--- config.mk ---
export PLATFORM = sky130hd
export DESIGN_NAME = uart_rx
export DESIGN_NICKNAME = d
export VERILOG_FILES = /design/src/rtl/uart_rx.sv
export SDC_FILE = /design/constraint.sdc
export NUM_CORES = 1
export LEC_CHECK = 0
export BUFFER_PORTS_ARGS = -buffer_cell sky130_fd_sc_hd__buf_2
export CAP_MARGIN = 40
export CORE_MARGIN = 2
export CORE_UTILIZATION = 41
export DETAILED_ROUTE_END_ITERATION = 8
export MAX_ROUTING_LAYER = met4
export PLACE_DENSITY = 0.59
export SLEW_MARGIN = 15
export SYNTH_ARGS = -nofsm -noshare
export SYNTH_HDL_FRONTEND = slang
export SYNTH_SLANG_ARGS = --single-unit
--- constraint.sdc ---
create_clock -name clk -period 2.1 [get_ports clk]
set_clock_uncertainty 0.05 [all_clocks]
set_input_delay 0.105 -clock clk [delete_from_list [all_inputs] [get_ports clk]]
set_output_delay 0.105 -clock clk [all_outputs]
set_load 0.05 [all_outputs]
--- src/rtl/uart_rx.sv ---
// uart_rx: 8N1 serial receiver with 2-flop input synchroniser, mid-bit
// sampling, stop-bit checking and a one-cycle valid strobe per byte.
// Optional even-parity checking is compiled in with `define UART_RX_PARITY_EN.
module uart_rx #(
  parameter int CLKS_PER_BIT = 434
) (
  input  logic       clk,
  input  logic       rst,
  input  logic       rx,
  output logic [7:0] data_out,
  output logic       valid,
  output logic       busy,
  output logic       frame_err,
  output logic       parity_err
);

  localparam logic [15:0] LAST_CNT = 16'(CLKS_PER_BIT - 1);
  localparam logic [15:0] HALF_CNT = 16'(CLKS_PER_BIT / 2 - 1);

  typedef enum logic [2:0] {
    IDLE,
    START,
    DATA,
    PARITY,
    STOP,
    BREAK
  } state_t;

  state_t      state;
  logic        rx_meta;
  logic        rx_sync;
  logic [15:0] cnt;
  logic [2:0]  bit_idx;
  logic [7:0]  shreg;
`ifdef UART_RX_PARITY_EN
  logic        par_bad;
`endif

  // Two-flop synchroniser, preset high so reset looks like an idle line
  always_ff @(posedge clk or posedge rst) begin
    if (rst) begin
      rx_meta <= 1'b1;
      rx_sync <= 1'b1;
    end else begin
      rx_meta <= rx;
      rx_sync <= rx_meta;
    end
  end

  // Receive FSM with registered outputs; strobes default low every cycle
  always_ff @(posedge clk or posedge rst) begin
    if (rst) begin
      state      <= IDLE;
      cnt        <= '0;
      bit_idx    <= '0;
      shreg      <= '0;
      data_out   <= '0;
      valid      <= 1'b0;
      busy       <= 1'b0;
      frame_err  <= 1'b0;
`ifdef UART_RX_PARITY_EN
      par_bad    <= 1'b0;
      parity_err <= 1'b0;
`endif
    end else begin
      valid     <= 1'b0;
      frame_err <= 1'b0;
`ifdef UART_RX_PARITY_EN
      parity_err <= 1'b0;
`endif
      case (state)
        IDLE: begin
          busy <= 1'b0;
          if (!rx_sync) begin
            state <= START;
            cnt   <= '0;
            busy  <= 1'b1;
          end
        end

        START: begin
          if (cnt == HALF_CNT) begin
            cnt <= '0;
            if (rx_sync) begin
              state <= IDLE;
              busy  <= 1'b0;
            end else begin
              state   <= DATA;
              bit_idx <= '0;
            end
          end else begin
            cnt <= cnt + 16'd1;
          end
        end

        DATA: begin
          if (cnt == LAST_CNT) begin
            cnt            <= '0;
            shreg[bit_idx] <= rx_sync;
            if (bit_idx == 3'd7) begin
`ifdef UART_RX_PARITY_EN
              state <= PARITY;
`else
              state <= STOP;
`endif
            end else begin
              bit_idx <= bit_idx + 3'd1;
            end
          end else begin
            cnt <= cnt + 16'd1;
          end
        end

`ifdef UART_RX_PARITY_EN
        PARITY: begin
          if (cnt == LAST_CNT) begin
            cnt     <= '0;
            par_bad <= (^shreg) ^ rx_sync;
            state   <= STOP;
          end else begin
            cnt <= cnt + 16'd1;
          end
        end
`endif

        STOP: begin
          if (cnt == LAST_CNT) begin
            cnt <= '0;
`ifdef UART_RX_PARITY_EN
            parity_err <= par_bad;
`endif
            if (rx_sync) begin
`ifdef UART_RX_PARITY_EN
              if (!par_bad) begin
                data_out <= shreg;
                valid    <= 1'b1;
              end
`else
              data_out <= shreg;
              valid    <= 1'b1;
`endif
              state <= IDLE;
              busy  <= 1'b0;
            end else begin
              frame_err <= 1'b1;
              state     <= BREAK;
            end
          end else begin
            cnt <= cnt + 16'd1;
          end
        end

        BREAK: begin
          if (rx_sync) begin
            state <= IDLE;
            busy  <= 1'b0;
          end
        end

        default: begin
          state <= IDLE;
          busy  <= 1'b0;
        end
      endcase
    end
  end

`ifndef UART_RX_PARITY_EN
  assign parity_err = 1'b0;
`endif

endmodule

==> impl_table.tex <==
\begin{tabular}{lr}
\hline
Metric & Value \\
\hline
\multicolumn{2}{l}{\textbf{Clocking}} \\
\quad CTS max path bufs & 2 \\
\quad Clock-pin transition on the worst setup and hold timing paths & about 80 ps \\
\quad H-tree depth & 2 \\
\quad Clock tree root driver cell & sky130\_fd\_sc\_hd\_\_clkbuf\_8 \\
\quad Total CTS buffers & 5 \\
\quad Worst-skew pair later-pin latency & $\sim$290 ps \\
\quad TritonCTS clock tree & yes \\
\quad Clock net sink count & 43 \\
\multicolumn{2}{l}{\textbf{Setup path}} \\
\quad Depth of the worst register-to-register path & 5 \\
\quad Worst r2r src & cnt[3]\$\_DFFE\_PP0P\_ \\
\quad WS Path Type & reg -> reg \\
\quad Data arrival time at the worst-slack endpoint & around 2200 ps \\
\quad Master of the slowest instance on the critical path & sky130\_fd\_sc\_hd\_\_dfrtp\_1 \\
\quad Slack of the worst reg-to-reg path & 60 ps \\
\quad Destination of the worst register-to-register timing path & state[0]\$\_DFFE\_PP0P\_ \\
\quad Required time reported for the critical path endpoint & 2240 ps \\
\quad Top delay family on crit path & simple AND/OR/NAND/NOR gates \\
\quad Crit. End Element & register \\
\quad Worst path bufs/invs & 0 \\
\quad Series of cell instances along the critical path & nor4bb\_1, and4\_4, o32ai\_4, a221o\_1, mux2\_4 \\
\quad Crit-path max cell delay & approximately 480 ps \\
\quad Crit path launch type & register \\
\quad Critical path peak fanout & 8 \\
\quad CP startpoint & cnt[3]\$\_DFFE\_PP0P\_ \\
\multicolumn{2}{l}{\textbf{Drt}} \\
\quad Number of vias in the routed layout & 1698 \\
\quad Number of iterations in the first detailed-routing pass & 4 \\
\quad Final routed DRC violation total & 0 \\
\quad Starting DRC count in detailed routing & 84 \\
\quad Average wire per standard cell & roughly 14 µm \\
\quad Avg Vias per Cell & between 5 and 6 \\
\quad Remaining number of nets flagged by the antenna check after routing & 0 \\
\quad DRT Wirelength & approximately 4300 µm \\
\multicolumn{2}{l}{\textbf{Hold path}} \\
\quad Start point of the worst min-delay path & rx\_meta\$\_DFF\_PP1\_ \\
\quad Cells on Worst Hold Path & 0 \\
\quad Endpoint, Worst Hold & rx\_sync\$\_DFF\_PP1\_ \\
\quad Min-Delay Path Class & reg -> reg \\
\multicolumn{2}{l}{\textbf{Placed design}} \\
\quad Number of cells in the design after placement & a little over 300 \\
\quad Number of I/O port buffers & 13 \\
\quad HPWL Detailed & between 2000 and 3000 µm \\
\quad Routability Congestion & between 0.7 and 0.8 \\
\multicolumn{2}{l}{\textbf{Global route}} \\
\quad GRT Resource Usage Total & about 16\% \\
\quad Residual overflow from global routing & 0 \\
\quad Pin count of the biggest net entering global routing & 24 \\
\quad First-pass GRT wire length & approximately 7500 µm \\
\quad Vias in the first global route & 1567 \\
\quad Antenna violations before repair & 0 \\
\multicolumn{2}{l}{\textbf{Finish}} \\
\quad Number of diodes added for antenna fixing & 0 \\
\quad Post-layout nets & 254 \\
\quad Layout cell share with drive strength beyond 1 & between 30\% and 40\% \\
\quad Area of the multi-input gates & 0.00107 mm² \\
\quad Area taken by flip-flops and latches & $\sim$0.0011 mm² \\
\quad Fill cells & 454 \\
\quad Utilization of the core after routing & 52.4\% \\
\quad Synth-to-layout area growth & 21.7\% \\
\quad Leading cell types in the layout, fill and taps excluded & sky130\_fd\_sc\_hd\_\_dfrtp\_1, sky130\_fd\_sc\_hd\_\_buf\_4, sky130\_fd\_sc\_hd\_\_mux2\_2 \\
\quad Most common cell after layout, fill and taps aside & sky130\_fd\_sc\_hd\_\_dfrtp\_1 \\
\quad Number of cells in the finished layout apart from fillers & 317 \\
\multicolumn{2}{l}{\textbf{Yosys}} \\
\quad Post-synth top area cell & sky130\_fd\_sc\_hd\_\_dfrtp\_1 \\
\quad Dominant cells by area after synthesis & sky130\_fd\_sc\_hd\_\_dfrtp\_1, sky130\_fd\_sc\_hd\_\_mux2\_2, sky130\_fd\_sc\_hd\_\_ha\_1 \\
\quad FF+latch count, synth & 43 \\
\quad Synth Cell Area & $\sim$0.0022 mm² \\
\quad Number of warning messages in the yosys log & 0 \\
\quad Cell count after synthesis & 211 \\
\quad Post-synthesis sequential area ratio & 48.4\% \\
\quad Post-Syn Nets & 219 \\
\quad Mean instance size in the synthesized netlist & 10.6 µm² \\
\quad Post-synth top area share & 46.0\% \\
\quad Number of library cell types mapped by synthesis & 44 \\
\multicolumn{2}{l}{\textbf{Run status}} \\
\quad Outcome & finished clean \\
\multicolumn{2}{l}{\textbf{STA}} \\
\quad Setup violators final & 0 \\
\quad Transition time at the pin with the least slew margin & 787 ps \\
\quad Number of pins with negative max-slew slack in the final report & 0 \\
\quad Endpoints failing hold & 0 \\
\quad Final sum of negative setup slack & 0 ps \\
\quad Maximum clock frequency & between 400 and 500 MHz \\
\quad Slew margin rel. & 47.2\% \\
\quad Unrepaired setup endpoints after global routing & false \\
\quad Period utilisation layout & roughly 100\% \\
\quad Minimum period implied by the final worst setup slack & about 2000 ps \\
\multicolumn{2}{l}{\textbf{Floorplan}} \\
\quad Io pins & 15 \\
\quad Effective utilization at floorplan & a little over two fifths \\
\quad Y dimension of the die & just under 80 µm \\
\quad Floorplan core area & 0.00517 mm² \\
\quad Die area & between 0.006 and 0.007 mm² \\
\quad Site row count & 26 \\
\quad Die boundary width & around 80 µm \\
\multicolumn{2}{l}{\textbf{Power and ir drop}} \\
\quad Leakage power & roughly 1.3 nW \\
\quad Highest ir drop seen on vdd & between 0.3 and 0.4 mV \\
\quad Power per cell area & 600 mW/mm² \\
\multicolumn{2}{l}{\textbf{Run}} \\
\quad Max-cap viol count & 0 \\
\hline
\end{tabular}
-- layout make-up --
class | instances | area share (%)
multi-input cells | 146 | 39.5
repair buffers | 43 | 11.5
flip-flops and latches | 43 | 39.8
inverters | 7 | 0.969
clock inverters | 2 | 2.22
well taps | 70 | 3.23
clock buffers | 6 | 2.68
-- registers in the layout, summed over array words and instances (netlist names) --
register   count
busy           1
state          3
bit_idx        3
rx_sync        1
shreg          8
rx_meta        1
valid          1
cnt           16
data_out       8
frame_err      1
-- metal layers --
layer / GRT usage [%] / share of wire, % / vias up
met2: 22.3 / 46 / 24
met5: - / 0 / -
met3: 4.19 / 3.1 / 5
met1: 22.8 / 50 / 827
met4: 4.64 / 1.1 / 0
li1: - / - / 842
-- cell families (layout without fill, tap and decap cells) --
kind of cell             Yosys count  after routing  share of synthesized area [%]
AND/OR/NAND/NOR                   79             79                           20.9
flip-flops                        43             43                           48.4
AO/OA/AOI/OAI                     42             42                           13.4
buffers and inverters             22             58                           4.49
multiplexers                      19             19                           9.77
adder cells (fa/ha/maj)            5              5                           2.81
other                              1              1                          0.168
-- worst reg2reg max path, cell delays in order, from the launching register on --
cell and delay (ps):
sky130_fd_sc_hd__dfrtp_1 480, sky130_fd_sc_hd__nor4bb_1 370, sky130_fd_sc_hd__and4_4 300, sky130_fd_sc_hd__o32ai_4 120, sky130_fd_sc_hd__a221o_1 320, sky130_fd_sc_hd__mux2_4 300
-- cell usage after synthesis, drive strengths merged --
cell and count:
and4b 1, dfstp 2, ha 5, a221o 3, nor3b 6, or4b 1, a211oi 1, a21o 1
nand3b 3, a21oi 9, nor4bb 1, and3b 1, nor2b 1, nor4 1, and4 6, a31oi 8
o32ai 1, mux2 19, dfrtp 41, o21bai 1, nand2b 2, buf 7, nand2 16, conb 1
nor3 4, nand3 7, o21ai 9, clkbuf 8, inv 7, o31ai 2, and3 8, o41a 1
a41oi 2, nor2 13, nand4 4, and2 3, nor4b 1, a22o 4
-- worst max-delay path by stage --
| stage | endpoint | slack, ps | cells after the start |
|---|---|---|---|
| after floorplan | state[0]$_DFFE_PP0P_ | 80 | 7 |
| after global placement | shreg[7]$_DFFE_PP0P_ | 50 | 8 |
| after detailed placement | shreg[1]$_DFFE_PP0P_ | 20 | 7 |
| after CTS | cnt[6]$_DFFE_PP0P_ | 8 | 9 |
| after global routing | shreg[4]$_DFFE_PP0P_ | 1 | 7 |
| final | state[0]$_DFFE_PP0P_ | 60 | 5 |
-- per-stage QoR --
step           power [W]  cell area [µm²]  setup slack, ps  hold slack, ps
2_1_floorplan   0.000872             2230             78.3            59.5
3_3_place_gp    0.000885             2490             53.9             134
3_5_place_dp    0.000885             2490             22.2             139
4_1_cts          0.00164             2650             8.46             316
5_1_grt          0.00170             2710             1.40             321
6_report         0.00163             2710             59.7             313
-- where the power goes --
part           switching [W]  leakage, nW  internal [W]
sequential       0.000000869        0.572      0.000831
clock               0.000282       0.0654      0.000475
combinational      0.0000280        0.695     0.0000105
total               0.000311         1.33       0.00132
-- what timing repair did --
item,CTS,global route
endpoints found under the hold margin,19,0
hold buffers,2,0
endpoints found under the setup margin,0,27
gates resized for setup,0,11
buffers inserted,0,4
No activity file was read; power rests on OpenSTA's default activity.
